===== config.mk =====
export PLATFORM = sky130hd
export DESIGN_NAME = cube_store_ctrl
export DESIGN_NICKNAME = d
export VERILOG_FILES = /design/src/rtl/cube_pkg.sv /design/src/rtl/switch_sync_edge.sv /design/src/rtl/cube_store_ctrl.sv
export SDC_FILE = /design/constraint.sdc
export NUM_CORES = 1
export LEC_CHECK = 0
export ABC_AREA = 1
export BUFFER_PORTS_ARGS = -buffer_cell sky130_fd_sc_hd__buf_2
export CAP_MARGIN = 5
export CORE_AREA = 3 3 127 92
export CTS_BUF_LIST = sky130_fd_sc_hd__clkbuf_8
export DETAILED_ROUTE_END_ITERATION = 7
export DIE_AREA = 0 0 130 95
export PLACE_DENSITY = 0.76
export SYNTH_ARGS = -nofsm -noshare
export SYNTH_HDL_FRONTEND = slang
export SYNTH_SLANG_ARGS = --single-unit
export TNS_END_PERCENT = 10

===== constraint.sdc =====
create_clock -name vga_clk -period 5 [get_ports vga_clk]
set_clock_uncertainty 0.1 [all_clocks]
set_input_delay 0.25 -clock vga_clk [delete_from_list [all_inputs] [get_ports vga_clk]]
set_output_delay 0.25 -clock vga_clk [all_outputs]
set_load 0.005 [all_outputs]

===== src/rtl/cube_pkg.sv =====
`default_nettype none
// ============================================================================
//  Module      : cube_pkg
//  Description : Shared constants for the cube-state store path: cube
//                geometry, store FSM state encoding and the layout of the
//                valid/sequence word polled by the processor.
//  Revision    : 1.0 - initial release
// ============================================================================
package cube_pkg;

    // Cube geometry
    localparam int NUM_SQ    = 24;
    localparam int COLOR_W   = 3;
    localparam int VALID_OFS = 24;

    // Store FSM state encoding
    localparam int            STATE_W = 3;
    localparam logic [STATE_W-1:0] S_IDLE  = 3'd0;
    localparam logic [STATE_W-1:0] S_INVAL = 3'd1;
    localparam logic [STATE_W-1:0] S_SQ    = 3'd2;
    localparam logic [STATE_W-1:0] S_VALID = 3'd3;
    localparam logic [STATE_W-1:0] S_HOLD  = 3'd4;

    // Valid word: bit 0 = cube valid, bits [8:1] = snapshot sequence number
    localparam int VALID_WORD_W  = 32;
    localparam int VALID_FLAG_BIT = 0;
    localparam int VALID_SEQ_LSB  = 1;
    localparam int VALID_SEQ_W    = 8;

    function automatic logic [VALID_WORD_W-1:0] valid_word(input logic [VALID_SEQ_W-1:0] seq);
        logic [VALID_WORD_W-1:0] w;
        w                                 = '0;
        w[VALID_FLAG_BIT]                 = 1'b1;
        w[VALID_SEQ_LSB +: VALID_SEQ_W]   = seq;
        return w;
    endfunction

endpackage : cube_pkg
`default_nettype wire


===== src/rtl/switch_sync_edge.sv =====
`default_nettype none
// ============================================================================
//  Module      : switch_sync_edge
//  Description : Two-flop synchroniser for an asynchronous level input,
//                followed by a rising-edge detector.
//  Ports       : clk     - sampling clock
//                rst     - synchronous active-high reset
//                i_async - raw asynchronous level (switch / button)
//                o_level - synchronised level
//                o_rise  - one-cycle pulse on a synchronised 0->1 transition
//  Revision    : 1.0 - initial release
// ============================================================================
module switch_sync_edge (
    input  logic clk,
    input  logic rst,
    input  logic i_async,
    output logic o_level,
    output logic o_rise
);

    logic r_sync1;
    logic r_sync2;
    logic r_prev;

    always_ff @(posedge clk) begin
        if (rst) begin
            r_sync1 <= 1'b0;
            r_sync2 <= 1'b0;
            r_prev  <= 1'b0;
        end else begin
            r_sync1 <= i_async;
            r_sync2 <= r_sync1;
            r_prev  <= r_sync2;
        end
    end

    assign o_level = r_sync2;
    assign o_rise  = r_sync2 & ~r_prev;

endmodule : switch_sync_edge
`default_nettype wire


===== src/rtl/cube_store_ctrl.sv =====
`default_nettype none
// ============================================================================
//  Module      : cube_store_ctrl
//  Description : On a rising edge of the store switch, freezes the 24 square
//                colours and writes them to dmem as an ordered burst:
//                invalidate valid word, squares 1..24, then valid word with
//                an incremented sequence number.
//  Ports       : vga_clk      - VGA pixel clock
//                reset        - synchronous active-high reset
//                store_switch - raw asynchronous store switch
//                squares      - packed colours, sq_1 in [2:0]
//                dmem_gnt     - arbiter grant (commit = dmem_req & dmem_gnt)
//                dmem_req/we  - write request / enable (identical)
//                dmem_addr    - write word address
//                dmem_data    - write data
//                busy         - snapshot in progress
//                done         - one-cycle pulse after the final write
//                seq_count    - completed snapshots, wraps
//  Revision    : 1.0 - initial release
// ============================================================================
module cube_store_ctrl
    import cube_pkg::*;
#(
    parameter int               NUM_SQ    = cube_pkg::NUM_SQ,
    parameter int               COLOR_W   = cube_pkg::COLOR_W,
    parameter int               ADDR_W    = 12,
    parameter int               DATA_W    = 32,
    parameter logic [ADDR_W-1:0] BASE_ADDR = 12'd1,
    parameter int               VALID_OFS = cube_pkg::VALID_OFS
) (
    input  logic                      vga_clk,
    input  logic                      reset,
    input  logic                      store_switch,
    input  logic [NUM_SQ*COLOR_W-1:0] squares,
    input  logic                      dmem_gnt,
    output logic                      dmem_req,
    output logic                      dmem_we,
    output logic [ADDR_W-1:0]         dmem_addr,
    output logic [DATA_W-1:0]         dmem_data,
    output logic                      busy,
    output logic                      done,
    output logic [7:0]                seq_count
);

    localparam int                IDX_W        = $clog2(NUM_SQ);
    localparam logic [ADDR_W-1:0] c_valid_addr = BASE_ADDR + ADDR_W'(VALID_OFS);
    localparam logic [IDX_W-1:0]  c_last_idx   = IDX_W'(NUM_SQ - 1);

    logic w_sw_level;
    logic w_sw_rise;

    switch_sync_edge u_store_sync (
        .clk     (vga_clk),
        .rst     (reset),
        .i_async (store_switch),
        .o_level (w_sw_level),
        .o_rise  (w_sw_rise)
    );

    logic [STATE_W-1:0]        r_state, w_state_nxt;
    logic [IDX_W-1:0]          r_idx, w_idx_nxt;
    logic [NUM_SQ*COLOR_W-1:0] r_shadow;
    logic                      r_req, w_req_nxt;
    logic [ADDR_W-1:0]         r_addr, w_addr_nxt;
    logic [DATA_W-1:0]         r_data, w_data_nxt;
    logic                      r_done, w_done_nxt;
    logic [7:0]                r_seq;
    logic [COLOR_W-1:0]        w_sq_sel;
    logic                      w_commit;

    assign w_commit = r_req & dmem_gnt;

    // State and registered outputs
    always_ff @(posedge vga_clk) begin
        if (reset) begin
            r_state  <= S_IDLE;
            r_idx    <= '0;
            r_shadow <= '0;
            r_req    <= 1'b0;
            r_addr   <= '0;
            r_data   <= '0;
            r_done   <= 1'b0;
            r_seq    <= '0;
        end else begin
            r_state <= w_state_nxt;
            r_idx   <= w_idx_nxt;
            r_req   <= w_req_nxt;
            r_addr  <= w_addr_nxt;
            r_data  <= w_data_nxt;
            r_done  <= w_done_nxt;
            if (w_done_nxt) begin
                r_seq <= r_seq + 8'd1;
            end
            // Snapshot is taken only when a burst is launched, then frozen
            if (r_state == S_IDLE && w_sw_rise) begin
                r_shadow <= squares;
            end
        end
    end

    // Next-state logic: every burst state advances only on a commit
    always_comb begin
        w_state_nxt = r_state;
        w_idx_nxt   = r_idx;
        case (r_state)
            S_IDLE:  if (w_sw_rise) w_state_nxt = S_INVAL;
            S_INVAL: if (w_commit) begin
                         w_state_nxt = S_SQ;
                         w_idx_nxt   = '0;
                     end
            S_SQ:    if (w_commit) begin
                         if (r_idx == c_last_idx) w_state_nxt = S_VALID;
                         else                     w_idx_nxt   = r_idx + 1'b1;
                     end
            S_VALID: if (w_commit) w_state_nxt = S_HOLD;
            S_HOLD:  if (!w_sw_level) w_state_nxt = S_IDLE;
            default: w_state_nxt = S_IDLE;
        endcase
    end

    // Output logic: values for the next cycle, decoded from the next state so
    // that address/data are registered and only move after a commit.
    assign w_sq_sel = r_shadow[w_idx_nxt*COLOR_W +: COLOR_W];

    always_comb begin
        w_req_nxt  = 1'b0;
        w_addr_nxt = r_addr;
        w_data_nxt = r_data;
        w_done_nxt = (r_state == S_VALID) && w_commit;
        case (w_state_nxt)
            S_INVAL: begin
                w_req_nxt  = 1'b1;
                w_addr_nxt = c_valid_addr;
                w_data_nxt = '0;
            end
            S_SQ: begin
                w_req_nxt  = 1'b1;
                w_addr_nxt = BASE_ADDR + ADDR_W'(w_idx_nxt);
                w_data_nxt = DATA_W'(w_sq_sel);
            end
            S_VALID: begin
                w_req_nxt  = 1'b1;
                w_addr_nxt = c_valid_addr;
                w_data_nxt = DATA_W'(valid_word(r_seq + 8'd1));
            end
            default: ;
        endcase
    end

    assign dmem_req  = r_req;
    assign dmem_we   = r_req;
    assign dmem_addr = r_addr;
    assign dmem_data = r_data;
    assign busy      = r_req;
    assign done      = r_done;
    assign seq_count = r_seq;

endmodule : cube_store_ctrl
`default_nettype wire

==> results of run 1 <==
[where the power goes]
part / switching (mW) / internal, mW
clock network: 0.316 / 0.291
logic: 0.125 / 0.0758
registers: 0.0201 / 0.902
[stage by stage]
stage,utilization,power [mW],instances
3_3_place_gp,0.5345,1.138,938
5_1_grt,0.5585,1.809,956
3_5_place_dp,0.5345,1.141,938
4_1_cts,0.5585,1.740,956
6_report,0.5585,1.730,956
2_1_floorplan,-,1.092,773
[logic make-up after synthesis]
| kind of cell | count (synthesis) |
|---|---|
| AOI/OAI and AO/OA | 145 |
| DFF | 108 |
| buffers and inverters | 144 |
| other | 1 |
| and+or+nand+nor | 336 |
| adders and majority gates | 3 |
| xor gates and xnor gates | 8 |
[worst paths after layout]
path         cells past startpoint  slack, ns                 start              endpoint
max                             11       2.07              r_idx[1]          dmem_addr[2]
min                              3       0.01           squares[20]          r_shadow[20]
min reg2reg                      2       0.31  u_store_sync.r_sync1  u_store_sync.o_level
max reg2reg                     11       2.07              r_idx[1]          dmem_addr[2]
[state kept, by name, indices dropped and copies added (netlist names)]
signal / flops
dmem_addr: 6
u_store_sync.o_level: 1
dmem_data: 9
u_store_sync.r_prev: 1
r_shadow: 72
busy: 1
r_state: 3
done: 1
r_idx: 5
u_store_sync.r_sync1: 1
seq_count: 8
[critical path: stages, from the launching register on]
cell     delay, ns
dfxtp_1       0.38
ha_1          0.21
nand2_1       0.10
nor2_1        0.07
nand2_1       0.10
nand4_2       0.46
nand2_4       0.58
inv_6         0.14
ha_1          0.23
or2_2         0.29
nand3_1       0.08
a21oi_1       0.06
[final cells by class]
| class | instances | area (um^2) | share of cell area |
|---|---|---|---|
| Clock buffer | 9 | 123.9 | 0.02126 |
| Clock inverter | 7 | 106.4 | 0.01825 |
| Multi-Input combinational cell | 521 | 2441 | 0.4189 |
| Timing Repair Buffer | 107 | 553.0 | 0.09491 |
| Tap cell | 132 | 165.2 | 0.02834 |
| Inverter | 72 | 275.3 | 0.04724 |
| Sequential cell | 108 | 2162 | 0.3711 |
[metal layers]
metal  vias up  GRT usage  routed length, um
met5         -          0                  0
met1      2074     0.2992               6275
met4         0    0.05017                120
met3        11    0.04466                765
li1       2473          -                  -
met2       137     0.2856               5053
[layout by cell type, fill, tap and decap left out, drive strengths merged, types with 2 or more instances in the layout]
cell type    Yosys  routed
xor2             8       8
ha               3       3
nand2          114     114
conb             1      29
o211ai           2       2
nand3           83      83
nor2           132     132
a21oi           52      52
o21ai           87      87
a211oi           2       2
clkinv           0       3
buf             45     105
inv             72      74
dfxtp          108     108
nand3b           3       3
bufinv           0       2
clkbuf          27       9
dlygate4sd3      0       2
or2              2       2
[cell usage after synthesis]
library cell	number
nand2_4	4
a32oi_1	1
nand3b_2	1
inv_2	5
conb_1	1
a31oi_1	1
xor2_1	8
o211ai_1	2
a21oi_1	51
buf_6	6
nand4_2	1
a21oi_4	1
o21ai_0	82
nand2_1	108
a211oi_1	2
nor2_4	1
buf_4	36
clkbuf_1	27
buf_2	1
nor2_1	125
or2_2	2
o21ai_1	5
dfxtp_1	108
ha_1	3
buf_8	2
nor3_1	1
nand3b_1	2
inv_6	1
nand3_2	3
inv_1	66
nand2_2	2
nor2_2	6
nand3_1	80
[what timing repair did]
item                                    in CTS  in global routing
resized for setup                            0                  0
buffers inserted                             0                  0
hold buffers                                 2                  0
endpoints found under the setup margin       0                  0
hold endpoints to repair                     2                  0
==> results.yml, run 1 <==
floorplan:
  fp-row-count: 31
  coreArea_um2: 10430
  io_pins: 132
  dieArea_um2: 12350
  start_util: 0.5025
  die_h_um: 95
  die_w_um: 130
sta:
  timing.hold.ws_ns: 0.01304
  setup_tns_ns: 0
  rsz0062_at_grt: "no"
  finalSetupViolations: 0
  min_period_over_period: 0.5857
  relSlewSlack: 0.5534
  fmax_mhz: 341.5
  min_period_ns: 2.929
  slew_viol_final: 0
  fin_ws_ns: 2.071
  worstMarginPinSlew_ns: 0.6659
  finalHoldViolations: 0
synth:
  synthXorXnorAreaFrac: 0.01337
  yosys-top-cells-area: "dfxtp_1 (41%), nor2_1 (8.9%), o21ai_0 (7.8%), nand2_1 (7.7%), nand3_1 (7.6%)"
  syn-instance-count: 745
  avgSynthCellArea_um2: 7.037
  synthMuxAreaShare: 0
  synth_cell_types: 33
  synth_seq_area_share: 0.4124
  synth_compound_gate_area_share: 0.1434
  synthAdderAreaFrac: 0.007160
  ys_ff_latch: 108
  yosysTopAreaCell: "dfxtp_1"
  yosys.area_share.simple: 0.2800
  synth_top_area_frac: 0.4124
  synth_top_family_by_area: "simple AND/OR/NAND/NOR gates"
  netlist_area_um2: 5243
  yosysWarningCount: 0
power:
  ir_drop_uv: 141.2
  p_leak_nw: 2.620
  powerDensity_nw_per_um2: 296.9
layout:
  layout-drive-gt1-share: 0.1808
  area_growth_syn_to_layout_pct: 11.15
  antenna_cells: 0
  fillCellCount: 1053
  fin_nets: 898
  stdcell_area_um2: 5827
worst_setup_path:
  crit_path_start_kind: "register"
  cp.required_ns: 5.15
  path_max_fanout: 42
  worstPathArrival_ns: 3.08
  end_kind: "register"
  worst-setup-path-type: "register to register"
drt:
  drc: 0
  via_count: 4695
  wl_per_cell_um: 12.78
  drtPass1Iterations: 5
  wl_mm: 12.21
  first_iter_violations: 301
  ant_nets: 0
  vias_per_cell: 4.911
grt:
  grt_pass1_vias: 4123
  antenna_found_initial: 0
  grt_max_degree: 71
  overflow: 0
  grtUsageTotal: 0.1987
  grt_pass1_wl_mm: 19.66
placed_design:
  place_ws_ns: 2.081
  dp_hpwl_mm: 8.859
  routabilityCongestion: 0.8996
  portBuffers: 102
  place_area_um2: 5577
job:
  maxCapViolations: 0
clock_network:
  clk_pin_slew_ns: 0.10
  clockRootBuffer: "clkbuf_8"
  cts_num_sinks: 108
  cts_tree: "built"
  cts_buffers: 9
  insertion_delay_ns: 0.38
  cts_buffer_depth: 2
  htreeDepth: 3
status:
  status: "complete, no violations"
hold_path:
  hold_path.class: "input pin to register"
No activity file was read; power rests on OpenSTA's default activity.
==> inputs of run 2 (changes only) <==
ABC_AREA = 0   (was 1)
CORE_AREA = 3 3 126 92   (was 3 3 127 92)
DIE_AREA = 0 0 129 95   (was 0 0 130 95)
PLACE_DENSITY = 0.78   (was 0.76)
clock period = 2.6 ns   (was 5 ns; I/O delays follow)
==> results.yml, run 2 <==
synth:
  synth_cell_types: 68
  yosys-top-cells-area: "dfxtp_1 (42%), nand2_1 (13%), a21oi_1 (8.9%), buf_4 (4.6%), mux2i_1 (3.9%)"
  syn-instance-count: 651
  synth_edf_count: 0
  synthFlopType: "dfxtp_1"
  yosysWarningCount: 0
  synth_seq_area_share: 0.4182
  synthTopCellsByCount: "nand2_1 (183), dfxtp_1 (108), a21oi_1 (92)"
  ys_ff_latch: 108
  netlist_area_um2: 5170
  synth_top_area_frac: 0.4182
  avgSynthCellArea_um2: 7.942
  async_flop_share: 0
  yosysMostFrequentCell: "nand2_1"
  yosysTopAreaCell: "dfxtp_1"
worst_setup_path:
  crit_path_start_kind: "register"
  worst-setup-path-type: "register to register"
  r2r_cells: 10
  r2r_slack_ns: 0.13
  path_max_fanout: 17
  crit_path_end: "dmem_data[2]"
  worstPathArrival_ns: 2.68
  end_kind: "register"
  cp.required_ns: 2.80
  cp-startpoint: "r_state[1]"
  rr_endpoint: "dmem_data[2]"
  timing.rr.start: "r_state[1]"
hold_path:
  hold_path.class: "input pin to register"
  hold_depth: 5
  hp-start: "dmem_gnt"
sta:
  timing.hold.ws_ns: 0.1017
  worstMarginPinSlew_ns: 0.6809
  slew_viol_final: 0
  setup_tns_ns: 0
  min_period_over_period: 0.9518
  relSlewSlack: 0.5461
  finalHoldViolations: 0
  finalSetupViolations: 0
  fmax_mhz: 404.1
  min_period_ns: 2.475
power:
  swShare: 0.2548
  p_comb_frac: 0.109
  p_leak_nw: 2.629
  ir_drop_uv: 315.1
  powerDensity_nw_per_um2: 473.1
  pwr-share-seq: 0.548
  clkPwrFrac: 0.343
  p_int_mw: 2.355
  p_sw_mw: 0.8055
grt:
  grtUsageTotal: 0.2408
  grt_pass1_wl_mm: 23.31
  overflow: 0
  grt_pass1_vias: 4780
  antenna_found_initial: 0
  grt_max_degree: 67
floorplan:
  io_pins: 132
  coreArea_um2: 10320
  die_w_um: 129
  dieArea_um2: 12260
  fp-row-count: 31
  die_h_um: 95
  start_util: 0.5011
drt:
  wl_mm: 14.94
  drc: 0
  ant_nets: 0
  vias_per_cell: 5.319
  first_iter_violations: 446
  wl_per_cell_um: 15.74
  drtPass1Iterations: 8
  via_count: 5048
clock_network:
  htreeDepth: 3
  cts_buffer_depth: 2
  cts_buffers: 9
  cts_num_sinks: 108
  cts_tree: "built"
  insertion_delay_ns: 0.39
  clockRootBuffer: "clkbuf_8"
  clk_pin_slew_ns: 0.11
  post_cts_buffers: 0
job:
  maxCapViolations: 0
placed_design:
  portBuffers: 102
  dp_hpwl_mm: 9.997
  routabilityCongestion: 0.9211
layout:
  fin_nets: 891
  final_cell_mix: "nand2_1 (183), dfxtp_1 (105), buf_2 (101)"
  area_growth_syn_to_layout_pct: 29.24
  seqCellArea_um2: 2166
  multi_input_area_um2: 2688
  layout-drive-gt1-share: 0.2166
  final_common_cell: "nand2_1"
  final_util: 0.6476
  largest_register_ffs: 72
  regMostFlops: "r_shadow"
  fillCellCount: 835
  antenna_cells: 0
status:
  status: "complete, no violations"
==> run 2: changes by cell type in the layout (fill, tap and decap cells not counted), sizes merged, moves of 20 or more <==
| cell | change |
|---|---|
| nand2 | +71 |
| o21ai | -75 |
| inv | -66 |
| nand3 | -76 |
| mux2i | +20 |
| nor2 | -95 |
| a21oi | +41 |
| dlygate4sd3 | +71 |
==> run 2: kinds of logic after synthesis <==
family	after synthesis	share of synthesized area
compound gates	154	0.1907
xor+xnor	13	0.02202
fa+ha+maj	3	0.007261
buf+inv	81	0.09100
flops	108	0.4182
mux	22	0.04380
other cells	1	0.0007253
simple gates	269	0.2263
==> run 2: per-stage QoR <==
| step | setup slack, ns | power [mW] | std cells | instance area (um^2) |
|---|---|---|---|---|
| after detailed placement | 0.02580 | 2.016 | 860 | 5698 |
| after global placement | 0.1276 | 2.008 | 860 | 5698 |
| after global routing | -0.003735 | 3.264 | 949 | 6681 |
| final | 0.1253 | 3.161 | 949 | 6681 |
| after CTS | 0.02990 | 3.153 | 949 | 6640 |
| after floorplan | 0.1854 | 1.940 | 679 | 5275 |
==> run 2: worst max-delay path, stage by stage (launching register included) <==
cell and delay [ns]:
dfxtp_2 0.51, nand4b_2 0.21, nor4_2 0.34, a21oi_2 0.10, inv_2 0.10, buf_12 0.15, mux2i_1 0.26, a22oi_1 0.13
a22oi_1 0.22, o21ai_1 0.12, a2bb2oi_2 0.16
==> run 2: how the worst min path moves through the flow <==
stage | slack, ns | to
2_1_floorplan | 0.16 | u_store_sync.r_sync1
3_3_place_gp | 0.27 | r_shadow[63]
3_5_place_dp | 0.26 | u_store_sync.r_sync1
4_1_cts | 0.09 | r_idx[4]
5_1_grt | 0.14 | r_idx[4]
6_report | 0.10 | r_idx[4]
==> run 2: timing repair <==
action                                  CTS  global route
gates resized for setup                   1             9
hold buffers                             73             0
pin swaps                                 0             1
endpoints found under the setup margin    1             5
endpoints found under the hold margin    73             0
==> run 2: power by group through the flow <==
stage	clock network (mW)	logic, mW	registers, mW
2_1_floorplan	0	0.182	1.76
3_3_place_gp	0	0.241	1.77
3_5_place_dp	0	0.247	1.77
4_1_cts	1.09	0.331	1.73
5_1_grt	1.15	0.378	1.74
6_report	1.09	0.344	1.73
==> run 2: layer usage <==
metal	share of wire	up-vias	routed length (um)	global-route usage
li1	-	2472	-	-
met1	0.43	2329	6416	0.3020
met2	0.48	216	7105	0.4013
met3	0.074	31	1102	0.06614
met4	0.021	0	315	0.08129
met5	0	-	0	0
==> run 2: area by class of cell <==
cell class	count	share of cell area
well taps	132	0.02472
inverters	7	0.003933
repair buffers	196	0.2135
flip-flops and latches	108	0.3242
clock inverters	6	0.01086
multi-input cells	490	0.4022
clock buffers	10	0.02060
